File: src/rtl/pulp_run_ctrl.sv
// Run sequencer for the PULPino core on the emulator: holds it in reset, releases it,
// enables fetch, then waits for the end-of-operation GPIO flags or a timeout.
//
//  state      | meaning
//  -----------+--------------------------------------------------------------
//  ST_IDLE    | core held in reset, waiting for a start edge
//  ST_RESET   | core held in reset for RST_HOLD_CYCLES
//  ST_RELEASE | reset released, fetch disabled for FETCH_DELAY
//  ST_RUN     | fetch enabled, counting cycles, watching done / timeout
//  ST_DONE    | result latched, core out of reset so memory can be inspected
module pulp_run_ctrl #(
    parameter int unsigned RST_HOLD_CYCLES = 16,
    parameter int unsigned FETCH_DELAY     = 8,
    parameter int unsigned CNT_W           = 32
) (
    input  logic             ps7_clk,
    input  logic             ps7_rst_n,
    input  logic [31:0]      ctrl_i,
    input  logic [CNT_W-1:0] timeout_i,
    input  logic [31:0]      gpio_out_i,
    output logic             pulp_rst_no,
    output logic             fetch_en_o,
    output logic             busy_o,
    output logic [31:0]      status_o,
    output logic [CNT_W-1:0] cycles_o
);

    typedef enum logic [2:0] {
        ST_IDLE    = 3'd0,
        ST_RESET   = 3'd1,
        ST_RELEASE = 3'd2,
        ST_RUN     = 3'd3,
        ST_DONE    = 3'd4
    } state_t;

    localparam int unsigned TMR_MAX = (RST_HOLD_CYCLES > FETCH_DELAY) ? RST_HOLD_CYCLES : FETCH_DELAY;
    localparam int unsigned TMR_W   = $clog2(TMR_MAX + 1);
    localparam logic [TMR_W-1:0] RST_LOAD   = TMR_W'(RST_HOLD_CYCLES - 1);
    localparam logic [TMR_W-1:0] FETCH_LOAD = TMR_W'(FETCH_DELAY - 1);

    state_t           state_q, state_d;
    logic [TMR_W-1:0] tmr_q, tmr_d;
    logic [CNT_W-1:0] cycles_q, cycles_d;
    logic [CNT_W-1:0] tmo_q, tmo_d;
    logic [15:0]      run_cnt_q, run_cnt_d;
    logic             done_q, done_d;
    logic             pass_q, pass_d;
    logic             tmo_flag_q, tmo_flag_d;
    logic             aborted_q, aborted_d;
    logic             ctrl0_q, ctrl0_d;
    logic [1:0]       sync1_q, sync1_d;
    logic [1:0]       sync2_q, sync2_d;
    logic             pulp_rst_q, pulp_rst_d;
    logic             fetch_en_q, fetch_en_d;
    logic             busy_q, busy_d;

    logic start_edge;
    logic abort_req;
    logic done_s;
    logic pass_s;
    logic tmo_hit;
    logic unused_bits;

    assign start_edge  = ctrl_i[0] & ~ctrl0_q;
    assign abort_req   = ctrl_i[1];
    assign done_s      = sync2_q[0];
    assign pass_s      = sync2_q[1];
    assign tmo_hit     = (tmo_q != '0) && (cycles_q == (tmo_q - CNT_W'(1)));
    assign unused_bits = ^{ctrl_i[31:2], gpio_out_i[31:2]};

    always_comb begin
        state_d    = state_q;
        tmr_d      = tmr_q;
        cycles_d   = cycles_q;
        tmo_d      = tmo_q;
        run_cnt_d  = run_cnt_q;
        done_d     = done_q;
        pass_d     = pass_q;
        tmo_flag_d = tmo_flag_q;
        aborted_d  = aborted_q;
        ctrl0_d    = ctrl_i[0];
        sync1_d    = gpio_out_i[1:0];
        sync2_d    = sync1_q;

        case (state_q)
            ST_IDLE, ST_DONE: begin
                // abort is meaningless here, but it still swallows a coincident start
                if (start_edge && !abort_req) begin
                    state_d    = ST_RESET;
                    tmr_d      = RST_LOAD;
                    cycles_d   = '0;
                    tmo_d      = timeout_i;
                    done_d     = 1'b0;
                    pass_d     = 1'b0;
                    tmo_flag_d = 1'b0;
                    aborted_d  = 1'b0;
                end
            end
            ST_RESET: begin
                if (abort_req) begin
                    state_d   = ST_IDLE;
                    aborted_d = 1'b1;
                end else if (tmr_q == '0) begin
                    state_d = ST_RELEASE;
                    tmr_d   = FETCH_LOAD;
                end else begin
                    tmr_d = tmr_q - TMR_W'(1);
                end
            end
            ST_RELEASE: begin
                if (abort_req) begin
                    state_d   = ST_IDLE;
                    aborted_d = 1'b1;
                end else if (tmr_q == '0) begin
                    state_d = ST_RUN;
                    if (run_cnt_q != 16'hFFFF) run_cnt_d = run_cnt_q + 16'd1;
                end else begin
                    tmr_d = tmr_q - TMR_W'(1);
                end
            end
            ST_RUN: begin
                if (abort_req) begin
                    state_d   = ST_IDLE;
                    aborted_d = 1'b1;
                end else if (done_s) begin
                    state_d = ST_DONE;
                    done_d  = 1'b1;
                    pass_d  = pass_s;
                end else begin
                    if (cycles_q != '1) cycles_d = cycles_q + CNT_W'(1);
                    if (tmo_hit) begin
                        state_d    = ST_DONE;
                        tmo_flag_d = 1'b1;
                    end
                end
            end
            default: state_d = ST_IDLE;
        endcase

        // pin outputs are registered from the next state so they line up with state_q
        pulp_rst_d = state_d inside {ST_RELEASE, ST_RUN, ST_DONE};
        fetch_en_d = (state_d == ST_RUN);
        busy_d     = state_d inside {ST_RESET, ST_RELEASE, ST_RUN};
    end

    always_ff @(posedge ps7_clk or negedge ps7_rst_n) begin
        if (!ps7_rst_n) begin
            state_q    <= ST_IDLE;
            tmr_q      <= '0;
            cycles_q   <= '0;
            tmo_q      <= '0;
            run_cnt_q  <= '0;
            done_q     <= 1'b0;
            pass_q     <= 1'b0;
            tmo_flag_q <= 1'b0;
            aborted_q  <= 1'b0;
            ctrl0_q    <= 1'b0;
            sync1_q    <= '0;
            sync2_q    <= '0;
            pulp_rst_q <= 1'b0;
            fetch_en_q <= 1'b0;
            busy_q     <= 1'b0;
        end else begin
            state_q    <= state_d;
            tmr_q      <= tmr_d;
            cycles_q   <= cycles_d;
            tmo_q      <= tmo_d;
            run_cnt_q  <= run_cnt_d;
            done_q     <= done_d;
            pass_q     <= pass_d;
            tmo_flag_q <= tmo_flag_d;
            aborted_q  <= aborted_d;
            ctrl0_q    <= ctrl0_d;
            sync1_q    <= sync1_d;
            sync2_q    <= sync2_d;
            pulp_rst_q <= pulp_rst_d;
            fetch_en_q <= fetch_en_d;
            busy_q     <= busy_d;
        end
    end

    assign pulp_rst_no = pulp_rst_q;
    assign fetch_en_o  = fetch_en_q;
    assign busy_o      = busy_q;
    assign cycles_o    = cycles_q;
    assign status_o    = {run_cnt_q, 9'd0, aborted_q, tmo_flag_q, pass_q, done_q, state_q};

endmodule

File: config.mk
export PLATFORM = sky130hd
export DESIGN_NAME = pulp_run_ctrl
export DESIGN_NICKNAME = d
export VERILOG_FILES = /design/src/rtl/pulp_run_ctrl.sv
export SDC_FILE = /design/constraint.sdc
export NUM_CORES = 1
export LEC_CHECK = 0
export BUFFER_PORTS_ARGS = -buffer_cell sky130_fd_sc_hd__buf_2
export CORE_MARGIN = 2
export CORE_UTILIZATION = 53
export CTS_BUF_LIST = sky130_fd_sc_hd__clkbuf_16
export DETAILED_ROUTE_END_ITERATION = 7
export PLACE_DENSITY = 0.81
export SYNTH_ARGS = -nofsm -noshare
export SYNTH_HDL_FRONTEND = slang
export SYNTH_SLANG_ARGS = --single-unit
export TNS_END_PERCENT = 20
File: constraint.sdc
create_clock -name ps7_clk -period 3.4 [get_ports ps7_clk]
set_input_delay 0.68 -clock ps7_clk [delete_from_list [all_inputs] [get_ports ps7_clk]]
set_output_delay 0.68 -clock ps7_clk [all_outputs]
set_load 0.05 [all_outputs]
# Word-level counts from Yosys, hierarchy flattened
# Index checks and enable logic that the tools add are counted.
[word_totals]
out_inout_bits = 67
inputBits = 98
word_cells = 96
regBits = 100
[op_classes]
addsub = 4
reduce_logical = 20
n_mux = 33
bitwise_logic = 3
n_eq_ne = 21
[op_table]
columns = ["operator", "count"]
rows = [
  ["two-way mux 32 bit", 4],
  ["one-hot mux 32 bit (2 select lines)", 1],
  ["adder 32 x 1 -> 32 bit (second input constant)", 1],
  ["== test 32 bit", 1],
  ["inequality test 32 bit (second input constant)", 1],
  ["nonzero test 32 bit", 1],
  ["subtractor 32 x 1 -> 32 bit (second input constant)", 1],
  ["two-way mux 5 bit", 5],
  ["two-way mux 3 bit", 8],
  ["inequality test 2 bit (second input constant)", 9],
  ["adder 16 x 1 -> 16 bit (second input constant)", 1],
  ["inequality test 16 bit (second input constant)", 1],
  ["one-hot mux 5 bit (3 select lines)", 1],
  ["AND reduction 5 bit", 3],
  ["== test 3 x 2 -> 1 bit (second input constant)", 4],
  ["one-hot mux 3 bit (4 select lines)", 1],
  ["two-way mux 1 bit", 9],
  ["nonzero test 3 bit", 3],
  ["one-hot mux 1 bit (2 select lines)", 4],
  ["AND reduction 4 bit", 2],
  ["== test 3 x 1 -> 1 bit (second input constant)", 2],
  ["== test 3 bit (second input constant)", 2],
  ["logical NOT 5 bit", 1],
  ["subtractor 5 x 1 -> 5 bit (second input constant)", 1],
  ["11 further kinds", 14],
]

# Depth between registers and ports, before layout
[logic_depth]
word_depth = 9
mapped_depth = 11
ltp_nobuf = 10

# Worst setup path after synthesis
# No wires, ideal clock.
[synth_timing]
kind = "register -> register"
from = "register state_q[1]"
to = "register cycles_q[30] (netlist: cycles_o[30])"
setup_ns = 0.078
n_path_buf = 1
arrival_ns = 2.733
stages_incl_launch_ff = 9
t_required_ns = 3.322
period_less_slack_ns = 2.811
path_slack_ns = 0.589
path_cell_list = "dfrtp_1 -> or4b_1 -> clkbuf_1 -> nor2_4 -> o2111ai_1 -> nor4_2 -> nand4_1 -> or3_1 -> a21oi_1"
[synth_between]
elab_chain_len = 4
elab_cells_between_ends = 11
cone_classes = "eq/ne (6); mux (1); reduce/logical (4)"
[synth_rtl]
columns = ["item", "line", "source"]
rows = [
  ["from (decl)", "41", "state_t state_q, state_d;"],
  ["from (signal assigned)", "164", "state_q <= state_d;"],
  ["== test 3 bit / logical NOT 3 bit (equally long branches)", "85", "case (state_q)"],
  ["OR reduction 2 bit", "85", ""],
  ["inequality test 2 bit (no source line) / nonzero test 2 bit (equally long branches)", "-", ""],
  ["AND reduction 5 bit (no source line)", "-", ""],
  ["to (signal assigned)", "166", "cycles_q <= cycles_d;"],
  ["to (decl)", "43", "logic [CNT_W-1:0] cycles_q, cycles_d;"],
]
# Parallel ways exist; a longest one is shown, timed or not.
# A chain may end at the register's enable or synchronous reset.

# Worst setup path in the final report
[layout_timing]
from = "register tmo_q[0]"
to = "register state_q[2]"
[layout_between]
elab_chain_len = 7
elab_cells_between_ends = 8
cone_classes = "add/sub (1); eq/ne (1); mux (4); reduce/logical (2)"
[layout_rtl]
columns = ["item", "line", "source"]
rows = [
  ["from (decl)", "44", "logic [CNT_W-1:0] tmo_q, tmo_d;"],
  ["from (signal assigned)", "167", "tmo_q <= tmo_d;"],
  ["subtractor 32 x 1 -> 32 bit", "68", "assign tmo_hit = (tmo_q != '0) && (cycles_q == (tmo_q - CNT_W'(1)));"],
  ["== test 32 bit", "68", ""],
  ["logical AND 1 bit *", "68", ""],
  ["two-way mux 3 bit *", "131", "if (tmo_hit) begin"],
  ["two-way mux 3 bit *", "125", "end else if (done_s) begin"],
  ["two-way mux 3 bit *", "122", "if (abort_req) begin"],
  ["one-hot mux 3 bit (4 select lines) *", "85", ""],
  ["via state_d[2]", "41", ""],
]
# The timed path passes the listed nets; every way through them passes the cells marked *.

==> flow_results.xml <==
<?xml version="1.0" encoding="UTF-8"?>
<metrics>
  <group name="global_routing">
    <metric name="wire_length_of_the_first_global_routing_pass" unit="mm">25.0</metric>
    <metric name="first_global_vias" unit="">5057</metric>
    <metric name="grt_use_total" unit="%">26.6</metric>
    <metric name="maximum_number_of_pins_on_one_net_before_global_route_repair" unit="">76</metric>
    <metric name="grt.overflow.total" unit="">0</metric>
    <metric name="grt_antenna_before_repair" unit="">0</metric>
  </group>
  <group name="run_status">
    <metric name="status" unit="">completed</metric>
  </group>
  <group name="critical_path">
    <metric name="timing.critical_path.required" unit="ns">3.64</metric>
    <metric name="timing.critical_path.cells" unit="">or4_1, nand4bb_1, or4_4, mux2_4, a211oi_4, nor3_1, nand4_1, a21oi_1</metric>
    <metric name="worst_r2r_endpoint" unit="">state_q[2]</metric>
    <metric name="critical_path.max_stage_delay" unit="ns">0.62</metric>
    <metric name="worst-r2r-setup-slack" unit="ns">0.28</metric>
    <metric name="critPathKind" unit="">reg -&gt; reg</metric>
    <metric name="setup.worst_path.end_class" unit="">register</metric>
    <metric name="reg_to_reg_startpoint" unit="">tmo_q[0]</metric>
    <metric name="critPathSlowestCell" unit="">or4_4</metric>
    <metric name="timing.reg2reg.worst_path_depth" unit="">8</metric>
    <metric name="critPathTopFamily" unit="">simple AND/OR/NAND/NOR gates</metric>
    <metric name="worst_ep_arrival_time" unit="ns">3.36</metric>
    <metric name="start_kind" unit="">register</metric>
    <metric name="worstPathBufferInverterCount" unit="">0</metric>
    <metric name="worst-path-max-fanout" unit="">5</metric>
  </group>
  <group name="timing">
    <metric name="setup_ws" unit="ns">0.279</metric>
    <metric name="finalCriticalPeriod" unit="ns">3.12</metric>
    <metric name="finalSetupViolations" unit="">0</metric>
    <metric name="hold_viol" unit="">0</metric>
    <metric name="maxClockFrequency" unit="MHz">320</metric>
    <metric name="max-slew-margin-rel" unit="%">35.9</metric>
    <metric name="worst_clock_skew" unit="ns">0.00726</metric>
    <metric name="final.period_utilization" unit="%">91.8</metric>
    <metric name="grt_setup_unrepaired" unit="">false</metric>
    <metric name="tightest_slew" unit="ns">0.961</metric>
    <metric name="slew_violations" unit="">0</metric>
    <metric name="setup_tns" unit="ns">0</metric>
  </group>
  <group name="min_path">
    <metric name="worst_hold_path_type" unit="">reg -&gt; reg</metric>
    <metric name="worst_hold_path_stage_count" unit="">0</metric>
    <metric name="hold_path.startpoint" unit="">sync1_q[0]</metric>
    <metric name="min_to" unit="">sync2_q[0]</metric>
  </group>
  <group name="cts">
    <metric name="cts_htree_levels" unit="">3</metric>
    <metric name="tritoncts_num_sinks" unit="">100</metric>
    <metric name="tritoncts_clock_tree" unit="">built</metric>
    <metric name="number_of_setup_buffers_added_after_cts" unit="">0</metric>
    <metric name="clock_latency_on_the_worst_skew_pair" unit="ns">0.36</metric>
    <metric name="cts_hold_buffers" unit="">0</metric>
    <metric name="cts-root-buf" unit="">clkbuf_16</metric>
    <metric name="clk_pin_slew" unit="ns">0.07</metric>
    <metric name="cts-root-to-sink-buffers" unit="">2</metric>
    <metric name="postCtsResizedCells" unit="">0</metric>
    <metric name="cts-buffers-inserted" unit="">9</metric>
  </group>
  <group name="cells_and_area">
    <metric name="fill_cells" unit="">963</metric>
    <metric name="area_growth_syn_to_layout" unit="%">14.0</metric>
    <metric name="final_layout_size_suffix_gt1_share" unit="%">18.1</metric>
    <metric name="layout.cells.most_common_list" unit="">132 x nand2_1, 100 x dfrtp_1, 94 x buf_2</metric>
    <metric name="layout_commonest_cell" unit="">nand2_1</metric>
    <metric name="final_nets" unit="">867</metric>
    <metric name="final_cell_count_no_fill" unit="">909</metric>
    <metric name="num_antenna_cells" unit="">0</metric>
  </group>
  <group name="drt">
    <metric name="top_layer" unit="">met4</metric>
    <metric name="met1_length" unit="mm">6.69</metric>
    <metric name="avgRoutedWirePerCell" unit="µm">16.5</metric>
    <metric name="wl_met3" unit="µm">854</metric>
    <metric name="wl_met2" unit="mm">7.14</metric>
    <metric name="post_drt_via_cell_ratio" unit="">5.85</metric>
    <metric name="detail_route.drc_violations" unit="">0</metric>
    <metric name="first_pass_iteration_count_of_the_detailed_router" unit="">5</metric>
    <metric name="detailroute.via_count" unit="">5322</metric>
    <metric name="ant_nets" unit="">0</metric>
    <metric name="detailedRoute.firstIterationViolations" unit="">404</metric>
    <metric name="routed_wl" unit="mm">15.0</metric>
  </group>
  <group name="floorplanning">
    <metric name="die-height" unit="µm">110</metric>
    <metric name="core.rowCount" unit="">38</metric>
    <metric name="io_pins" unit="">165</metric>
    <metric name="die_width" unit="µm">110</metric>
    <metric name="initial_core_util" unit="%">54.4</metric>
    <metric name="die-area" unit="µm²">12000</metric>
    <metric name="core" unit="µm²">10900</metric>
  </group>
  <group name="synthesis">
    <metric name="synthCells" unit="">683</metric>
    <metric name="ys_dominant_reg_cell" unit="">dfrtp_1</metric>
    <metric name="syn_area" unit="µm²">5920</metric>
    <metric name="seq_area_frac_synth" unit="%">42.3</metric>
    <metric name="synth.yosys.warnings" unit="">0</metric>
    <metric name="synth_enable_flop_cells" unit="">0</metric>
    <metric name="post_synth.cell_area_avg" unit="µm²">8.66</metric>
    <metric name="ffs_w_async_s_r_synth" unit="%">100</metric>
    <metric name="synth.ff_latch_count" unit="">100</metric>
    <metric name="synth.lib_cells_used.distinct" unit="">72</metric>
  </group>
  <group name="power_and_ir_drop">
    <metric name="total_power_of_the_final_layout" unit="W">0.00304</metric>
    <metric name="leakage" unit="nW">3.16</metric>
    <metric name="ir_worst_vdd" unit="µV">370</metric>
    <metric name="power_density" unit="nW/µm²">450</metric>
  </group>
  <group name="placement">
    <metric name="place.gp.congestion" unit="">0.888</metric>
    <metric name="dp_worst_setup_slack" unit="ns">0.239</metric>
    <metric name="post-dp-hpwl" unit="mm">10.9</metric>
    <metric name="placement.io_buffers" unit="">95</metric>
    <metric name="placedCellCount" unit="">893</metric>
  </group>
  <group name="run">
    <metric name="cap_violations" unit="">0</metric>
  </group>
</metrics>
[logic make-up (layout without fill, tap and decap cells)]
family / after synthesis / count (layout) / synth area share, %
flops: 100 / 100 / 42.3
other cells: 1 / 9 / 0.0634
mux: 2 / 2 / 0.444
simple gates: 362 / 362 / 30.8
compound gates: 82 / 82 / 9.60
fa+ha+maj: 5 / 5 / 1.06
xor+xnor: 76 / 76 / 11.2
buf+inv: 55 / 133 / 4.50
[sequential cells by signal (all words and copies together) (netlist names)]
| name | count |
|---|---|
| cycles_o | 32 |
| tmo_q | 32 |
| run_cnt_q | 16 |
| tmr_q | 5 |
| state_q | 3 |
| sync1_q | 2 |
| sync2_q | 2 |
| aborted_q | 1 |
| busy_o | 1 |
| ctrl0_q | 1 |
| done_q | 1 |
| fetch_en_o | 1 |
| pass_q | 1 |
| pulp_rst_no | 1 |
| tmo_flag_q | 1 |
[worst max-delay path by stage]
stage,start,end,slack (ns),cells after the start
after floorplan,state_q[1],cycles_o[30],0.59,8
after global placement,ctrl_i[0],cycles_o[24],0.32,9
after detailed placement,tmo_q[0],state_q[1],0.24,7
after CTS,tmo_q[0],state_q[1],0.22,7
after global routing,tmo_q[0],state_q[1],0.08,11
final,tmo_q[0],state_q[2],0.28,8
[power breakdown]
group	leakage [nW]	switching [W]	internal, W
clock network	0.132	0.000481	0.000507
registers	1.31	0.000149	0.00127
logic	1.72	0.000370	0.000255
[cell usage after synthesis, drive strengths merged (12+ instances only)]
| cell | n | area share [%] |
|---|---|---|
| nand2 | 132 | 8.4 |
| dfrtp | 100 | 42 |
| nor2 | 69 | 4.5 |
| xnor2 | 47 | 7.0 |
| nor3 | 35 | 3.0 |
| xor2 | 29 | 4.3 |
| nand3 | 25 | 2.1 |
| clkbuf | 24 | 1.5 |
| a21oi | 19 | 1.6 |
| buf | 19 | 2.2 |
| o21ai | 18 | 1.5 |
| nand4 | 17 | 1.8 |
| nor4 | 16 | 2.1 |
| inv | 12 | 0.76 |
[metrics by stage]
stage               utilization, %  area [µm²]  hold WS [ns]
floorplan                        -        5950         0.331
global placement              59.3        6450         0.332
detailed placement            59.3        6450         0.341
CTS                           61.9        6740         0.357
global route                  62.0        6750         0.357
finish                        62.0        6750         0.355
[routing by layer]
metal / up-vias / global-route usage [%]
met4: 0 / 8.32
met5: - / 0
met1: 2582 / 35.0
met2: 179 / 43.2
met3: 30 / 6.58
li1: 2531 / -
[cell type report]
cell class	instances	area [µm²]	area share (%)
timing repair buffer	105	553	8.20
sequential	100	2500	37.1
clock inverter	7	56.3	0.835
clock buffer	9	225	3.34
inverter	12	45.0	0.668
multi-input combinational	536	3190	47.3
tap	140	175	2.60
Power figures use the tool's default switching activity.
